===== src/rtl/ws281x_tx_if.sv =====
// Pixel word handshake between a producer and the WS281X serializer.
interface ws281x_tx_if #(
  parameter int BITS = 24
);
  logic [BITS-1:0] Data;
  logic            Valid;
  logic            Ready;

  modport master (output Data, output Valid, input Ready);
  modport slave  (input Data, input Valid, output Ready);
endinterface


===== src/rtl/ws281x_tx.sv =====
// WS281X serial transmitter: one-word holding register in front of a
// shifter that emits each bit as a high pulse (T0H or T1H clocks) inside a
// TBIT-clock period, followed by a TLATCH-clock low gap after the last word.
//
// state | meaning
// IDLE  | line low, waiting for a word in the holding register
// BIT   | shifting out a word; cnt counts down the clocks left in this bit
// LATCH | line low; cnt counts down the latch gap
module ws281x_tx #(
  parameter int BITS   = 24,
  parameter int T0H    = 20,
  parameter int T1H    = 40,
  parameter int TBIT   = 63,
  parameter int TLATCH = 2500
) (
  input  logic             Clock,
  input  logic             Reset,
  ws281x_tx_if.slave       bus,
  output logic             Dout,
  output logic             Busy,
  output logic [7:0]       PixCount
);

  if (!(T0H > 0 && T0H < T1H && T1H < TBIT && TLATCH >= 1)) begin : g_param_check
    $error("ws281x_tx: need 0 < T0H < T1H < TBIT and TLATCH >= 1");
  end

  // One counter serves both the bit period and the latch gap.
  localparam int CNT_MAX = (TBIT > TLATCH) ? TBIT : TLATCH;
  localparam int CW      = $clog2(CNT_MAX);
  localparam int BW      = (BITS > 1) ? $clog2(BITS) : 1;

  localparam logic [CW-1:0] CNT_BIT   = CW'(TBIT - 1);
  localparam logic [CW-1:0] CNT_LATCH = CW'(TLATCH - 1);
  // The count runs TBIT-1 down to 0, so the first Tx clocks of a bit are
  // exactly those with cnt >= TBIT-Tx.
  localparam logic [CW-1:0] HI0_MIN   = CW'(TBIT - T0H);
  localparam logic [CW-1:0] HI1_MIN   = CW'(TBIT - T1H);
  localparam logic [BW-1:0] LAST_BIT  = BW'(BITS - 1);

  typedef enum logic [1:0] {IDLE, BIT, LATCH} state_t;

  state_t          state, state_n;
  logic            hold_full, hold_full_n;
  logic [BITS-1:0] hold_data, hold_data_n;
  logic [BITS-1:0] shift, shift_n;
  logic [BW-1:0]   idx, idx_n;
  logic [CW-1:0]   cnt, cnt_n;
  logic [7:0]      pix, pix_n;
  logic            dout_n;
  logic            accept;

  assign bus.Ready = ~hold_full;
  assign accept    = bus.Valid & ~hold_full;
  assign Busy      = (state != IDLE);
  assign PixCount  = pix;

  // Register all state; Dout is registered from the next-state decode.
  always_ff @(posedge Clock) begin
    if (Reset) begin
      state     <= IDLE;
      hold_full <= 1'b0;
      hold_data <= '0;
      shift     <= '0;
      idx       <= '0;
      cnt       <= '0;
      pix       <= '0;
      Dout      <= 1'b0;
    end else begin
      state     <= state_n;
      hold_full <= hold_full_n;
      hold_data <= hold_data_n;
      shift     <= shift_n;
      idx       <= idx_n;
      cnt       <= cnt_n;
      pix       <= pix_n;
      Dout      <= dout_n;
    end
  end

  // Next-state, datapath and output decode.
  always_comb begin
    state_n     = state;
    hold_full_n = hold_full;
    hold_data_n = hold_data;
    shift_n     = shift;
    idx_n       = idx;
    cnt_n       = cnt;
    pix_n       = pix;

    case (state)
      IDLE: begin
        if (hold_full) begin
          shift_n     = hold_data;
          idx_n       = '0;
          cnt_n       = CNT_BIT;
          hold_full_n = 1'b0;
          state_n     = BIT;
        end
      end
      BIT: begin
        if (cnt == '0) begin
          if (idx == LAST_BIT) begin
            pix_n = pix + 8'd1;
            if (hold_full) begin
              shift_n     = hold_data;
              idx_n       = '0;
              cnt_n       = CNT_BIT;
              hold_full_n = 1'b0;
            end else begin
              cnt_n   = CNT_LATCH;
              state_n = LATCH;
            end
          end else begin
            shift_n = shift << 1;
            idx_n   = idx + 1'b1;
            cnt_n   = CNT_BIT;
          end
        end else begin
          cnt_n = cnt - 1'b1;
        end
      end
      LATCH: begin
        if (cnt == '0) begin
          pix_n   = '0;
          state_n = IDLE;
        end else begin
          cnt_n = cnt - 1'b1;
        end
      end
      default: state_n = IDLE;
    endcase

    // Applied after the transfer so a same-edge accept leaves holding full.
    if (accept) begin
      hold_full_n = 1'b1;
      hold_data_n = bus.Data;
    end

    dout_n = (state_n == BIT) &&
             (cnt_n >= (shift_n[BITS-1] ? HI1_MIN : HI0_MIN));
  end

endmodule


===== src/flat_wrapper.sv =====
// flat-port wrapper written by rule: the top's interface ports become plain ports
module ws281x_tx_flat 
#(
  parameter int BITS   = 24,
  parameter int T0H    = 20,
  parameter int T1H    = 40,
  parameter int TBIT   = 63,
  parameter int TLATCH = 2500
)
  (Clock, Reset, Dout, Busy, PixCount, bus_Data, bus_Valid, bus_Ready);
  ws281x_tx_if #(.BITS(BITS)) bus_i ();
  input  logic Clock;
  input  logic Reset;
  output logic Dout;
  output logic Busy;
  output logic [7:0] PixCount;
  input wire logic [$bits(bus_i.Data)-1:0] bus_Data;
  input wire logic [$bits(bus_i.Valid)-1:0] bus_Valid;
  output wire logic [$bits(bus_i.Ready)-1:0] bus_Ready;
  assign bus_i.Data = bus_Data;
  assign bus_i.Valid = bus_Valid;
  assign bus_Ready = bus_i.Ready;
  ws281x_tx #(.BITS(BITS), .T0H(T0H), .T1H(T1H), .TBIT(TBIT), .TLATCH(TLATCH)) u_core (.Clock(Clock), .Reset(Reset), .bus(bus_i), .Dout(Dout), .Busy(Busy), .PixCount(PixCount));
endmodule

===== config.mk =====
export PLATFORM = sky130hd
export DESIGN_NAME = ws281x_tx_flat
export DESIGN_NICKNAME = d
export VERILOG_FILES = /design/src/rtl/ws281x_tx_if.sv /design/src/rtl/ws281x_tx.sv /design/src/flat_wrapper.sv
export SDC_FILE = /design/constraint.sdc
export NUM_CORES = 1
export LEC_CHECK = 0
export CORE_AREA = 2 2 118 120
export DETAILED_ROUTE_END_ITERATION = 7
export DIE_AREA = 0 0 120 122
export GPL_ROUTABILITY_DRIVEN = 1
export PLACE_DENSITY = 0.57
export SKIP_CTS_REPAIR_TIMING = 1
export SYNTH_ARGS = -nofsm -noshare
export SYNTH_HDL_FRONTEND = slang
export SYNTH_SLANG_ARGS = --single-unit
export TNS_END_PERCENT = 5

===== constraint.sdc =====
create_clock -name Clock -period 4.3 [get_ports Clock]
set_input_delay 0.86 -clock Clock [delete_from_list [all_inputs] [get_ports Clock]]
set_output_delay 0.86 -clock Clock [all_outputs]
set_load 0.005 [all_outputs]

### After elaboration in Yosys (flattened, before gate mapping)

Cells that the tools add are included.

| word-level totals | value |
|---|---|
| flip-flop bits (word level) | 77 |
| input bits | 27 |
| output and inout bits | 11 |
| word-level logic and storage cells | 63 |

| cells by class | value |
|---|---|
| add/sub/neg operators | 3 |
| $lt $le $gt $ge | 1 |
| equality and inequality tests | 9 |
| muxes and demuxes | 29 |
| bitwise operators | 2 |
| reduce and logical (&&, ||, !) cells | 10 |

Operators with widths:

| kind | number |
|---|---|
| $mux 24 | 3 |
| $mux 12 | 5 |
| $pmux 24 s2 | 1 |
| $pmux 12 s3 | 1 |
| $mux 8 | 3 |
| $pmux 8 s2 | 1 |
| $mux 5 | 3 |
| $ge 12x12->1 | 1 |
| $logic_not 12->1 | 1 |
| $sub 12x1->12 const B | 1 |
| $mux 2 | 5 |
| $pmux 5 s2 | 1 |
| $add 8x1->8 const B | 1 |
| $mux 6 | 1 |
| $ne 2x1->1 const B | 3 |
| $ne 3x1->1 const B | 2 |
| $pmux 2 s3 | 1 |
| $reduce_bool 2->1 | 3 |
| $add 5x1->5 const B | 1 |
| $eq 5x5->1 const B | 1 |
| $eq 2x1->1 const B | 2 |
| $reduce_and 4->1 | 1 |
| $mux 1 | 3 |
| $reduce_and 3->1 | 1 |
| 8 further kinds | 8 |

### Depth between registers and ports, before layout

| depth | value |
|---|---|
| depth in word-level cells | 7 |
| gate-level depth with buffers | 14 |
| mapped depth without buffers | 14 |

### Worst setup path before layout

No wires, ideal clock.

| path | value |
|---|---|
| kind | flip-flop to flip-flop |
| start point | reg u_core.cnt[0] |
| end point | reg u_core.Dout |
| setup time | 77 ps |
| data arrival time | 2903 ps |
| required time | 4223 ps |
| setup slack | 1320 ps |
| stages on the path, launching flop included | 14 |
| buffers on the path | 1 |
| clock period less this slack | 2980 ps |
| path through | dfxtp_1 -> inv_1 -> ha_1 -> or4b_2 -> nor3_4 -> buf_6 -> a21oi_1 -> a221oi_1 -> inv_1 -> ha_1 -> nand2_1 -> o31ai_1 -> nand3_1 -> a41oi_2 |

| on the way | value |
|---|---|
| longest elaborated chain between the ends | 6 |
| elaborated cells on any way between the ends | 15 |
| those cells by class | add/sub (1); order compare (1); eq/ne (1); mux (10); reduce/logical (2) |

RTL lines:

| element | RTL line | source |
|---|---|---|
| from (decl) | ws281x_tx.sv:48 | `logic [CW-1:0] cnt, cnt_n;` |
| from (signal assigned) | ws281x_tx.sv:75 | `cnt <= cnt_n;` |
| $logic_not 12->1 | ws281x_tx.sv:102 | `if (cnt == '0) begin` |
| $mux 24 | ws281x_tx.sv:102 |  |
| $pmux 24 s2 | ws281x_tx.sv:91 | `case (state)` |
| net u_core.shift_n[23] | ws281x_tx.sv:46 | `logic [BITS-1:0] shift, shift_n;` |
| $mux 6 | ws281x_tx.sv:141 | `(cnt_n >= (shift_n[BITS-1] ? HI1_MIN : HI0_MIN));` |
| $ge 12x12->1 | ws281x_tx.sv:141 |  |
| $logic_and 1x1->1 | ws281x_tx.sv:140 | `dout_n = (state_n == BIT) &&` |
| to (signal assigned) | ws281x_tx.sv:77 | `Dout <= dout_n;` |
| to (decl) | ws281x_tx.sv:19 | `output logic Dout,` |

The timed path passes the listed nets, and every way through them passes these cells. The select of a mux whose other input is x is not followed.
A chain may end at the register's enable or synchronous reset.

### Final worst setup path

| path | value |
|---|---|
| start point | reg u_core.cnt[0] |
| end point | reg u_core.Dout |

| on the way | value |
|---|---|
| elaborated cells on any way between the ends | 15 |
| those cells by class | add/sub (1); order compare (1); eq/ne (1); mux (10); reduce/logical (2) |

RTL lines:

| element | RTL line |
|---|---|
| $sub 12x1->12 or $logic_not 12->1 (tied branches) | -- |
| $mux 12, on equally long branches | ws281x_tx.sv:124, ws281x_tx.sv:102 |
| $pmux 12 s3 * | ws281x_tx.sv:91 |
| net u_core.cnt_n[2] | ws281x_tx.sv:48 |
| $ge 12x12->1 * | ws281x_tx.sv:141 |
| $logic_and 1x1->1 * | ws281x_tx.sv:140 |

The timed path passes the listed nets; every way through them passes the cells marked *. The select of a mux whose other input is x is not followed.

==> metrics.cfg <==
[clocking]
cts_tree = yes
clock_latency_ps = 340
clk_pin_slew_ps = 60
cts_buffers = 9
clockBufferDepth = 2
cts_num_sinks = 77
cts-root-buf = clkbuf_16
htree_levels = 3

[pwr]
ir_drop_v = 0.000199
p_leak_nw = 1.74
p_per_area_mw_per_mm2 = 425
pwr-share-clk = 0.404
p_sw_frac = 0.288
switchingPower_w = 0.000577
internal-power_w = 0.00143
p_comb_frac = 0.202
seq_power_share = 0.394

[synth]
syn_avg_cell_area_sq_um = 8.05
syn_area_sq_mm = 0.00391
synthFlopType = dfxtp_1
synth-edff-count = 0
ys_top_cells_by_count = 82 x nor2_1, 77 x dfxtp_1, 63 x nand2_1, 49 x a21oi_1, 28 x clkbuf_1
yosys_register_bits = 77
yosysTopAreaCell = dfxtp_1
synth_top_cell_area_share = 0.394
synth_area_leaders = dfxtp_1 39%, nor2_1 7.9%, mux2i_1 6.4%, a21oi_1 6.3%, nand2_1 6.0%
ys_types = 65
yosysSeqAreaShare = 0.394
syn-instance-count = 486
yosysMostFrequentCell = nor2_1
async_flop_share = 0
synth_nets = 521
ys_warn_count = 0

[timing]
hold_viol_final = 0
fin_tns_setup_ps = 0
clock.fmax_mhz = 277
post-route-period-util = 0.838
relSlewSlack = 0.428
final-max-slew-violation-count = 0
setup_viol = 0
rsz0062_at_grt = no
worst_slack_ps = 695
worstMarginPinSlew_ps = 857
min_period_ps = 3600
clock_skew_ps = 10.3

[floorplanning]
initial_core_util = 0.290
die_area_sq_mm = 0.0146
io_pins = 38
die_width_microns = 120
core.rowCount = 43
die_h_microns = 122
core_area_sq_mm = 0.0135

[grt]
grt_first_pass_wirelength_microns = 16600
grt.total_usage = 0.141
grt-ovfl-total = 0
grt_max_degree = 49
grt_pass1_vias = 3390
antenna_found_initial = 0

[setup_path]
path_max_fanout = 13
crit_type = flop to flop
start_kind = flop
arrival_ps = 3860
worst_ep_required_time_ps = 4560
crit_path_end_kind = flop

[layout]
final_cell_area_sq_mm = 0.00471
syn_to_final_growth_pct = 20.5
drive_above_1_share = 0.0705
diodes = 0
nets = 542

[placed_design]
dp_slack_ps = 713
place.gp.congestion = 0.870
dp_hpwl_microns = 6940
placed_area_sq_mm = 0.00440
io_buffers = 37

[routing]
final_antenna_net_count = 0
vias = 3572
drt_iter0_markers = 239
drt_pass1_iterations = 4
avgViaCountPerCell = 5.17
drcViolationCount = 0
wl_per_cell_microns = 14.8
totalWireLength_microns = 10200

[flow_run]
cap_viol_max_count = 0

[worst_hold_path]
hold_path_class = flop to flop

[run_status]
outcome = finished, final reports clean

layout by cell type (no fill, tap or decap), types with 7 or more instances in the layout:
cell type         n
a21oi_1          49
a221oi_1         23
buf_4             9
clkbuf_16         9
clkdlybuf4s50_1  36
dfxtp_1          77
ha_1              8
inv_1             7
mux2i_1          25
nand2_1          63
nor2_1           82
nor3_1            7
nor4_1            7
o21ai_0          13
or3_1             8
per-stage QoR:
step / utilization / instances / total power [W] / hold slack (ps)
2_1_floorplan: - / 486 / 0.00110 / 436
5_1_grt: 0.349 / 691 / 0.00210 / 467
4_1_cts: 0.349 / 691 / 0.00202 / 458
6_report: 0.349 / 691 / 0.00200 / 457
3_3_place_gp: 0.326 / 676 / 0.00120 / 447
3_5_place_dp: 0.326 / 676 / 0.00121 / 449
metal layers:
layer / routed length (microns) / global-route usage
met2: 4900 / 0.240
met1: 4660 / 0.173
met5: 0 / 0
met4: 201 / 0.0640
met3: 432 / 0.0239
sequential cells by signal, indices dropped and copies added, names as in the netlist:
register / cells
u_core.Dout: 1
u_core.PixCount: 8
u_core.cnt: 12
u_core.hold_data: 24
u_core.hold_full: 1
u_core.idx: 5
u_core.shift: 24
u_core.state: 2
kinds of logic after synthesis:
family / synth area share
xor+xnor: 0.0157
compound gates: 0.208
simple gates: 0.241
flops: 0.394
fa+ha+maj: 0.0256
buf+inv: 0.0515
mux: 0.0640
power groups by stage:
stage	Combinational, W	Clock (W)	Sequential, W
after floorplan	0.000310	0	0.000786
after global placement	0.000395	0	0.000803
after detailed placement	0.000402	0	0.000805
after CTS	0.000404	0.000825	0.000789
after global routing	0.000446	0.000857	0.000795
final	0.000405	0.000809	0.000789
layout make-up:
class	count	area, sq um
tap	180	225
clock buffer	10	229
clock inverter	5	85.1
fill	1410	8790
multi-input combinational	365	2170
sequential	77	1540
inverter	8	30.0
timing repair buffer	46	433
worst max-delay path, cell delays in order, from the launching register on:
cell,delay [ps]
dfxtp_1,340
inv_1,120
ha_1,170
or4b_2,640
nor3_4,450
nor2_1,230
o21ai_1,220
mux2i_1,90
a221o_1,350
ha_1,310
nand2_1,60
o31ai_1,200
nand3_1,130
a41oi_2,220
path summary, 6_finish.rpt:
check / startpoint / end / slack (ps) / cells past startpoint
setup / recovery: u_core.cnt[0]$_SDFF_PP0_ / u_core.Dout$_SDFF_PP0_ / 700 / 13
hold / removal: u_core.hold_data[15]$_SDFFE_PP0P_ / u_core.hold_data[15]$_SDFFE_PP0P_ / 460 / 2
setup reg to reg: u_core.cnt[0]$_SDFF_PP0_ / u_core.Dout$_SDFF_PP0_ / 700 / 13
hold reg to reg: u_core.hold_data[15]$_SDFFE_PP0P_ / u_core.hold_data[15]$_SDFFE_PP0P_ / 460 / 2
No activity file was read; power rests on OpenSTA's default activity.
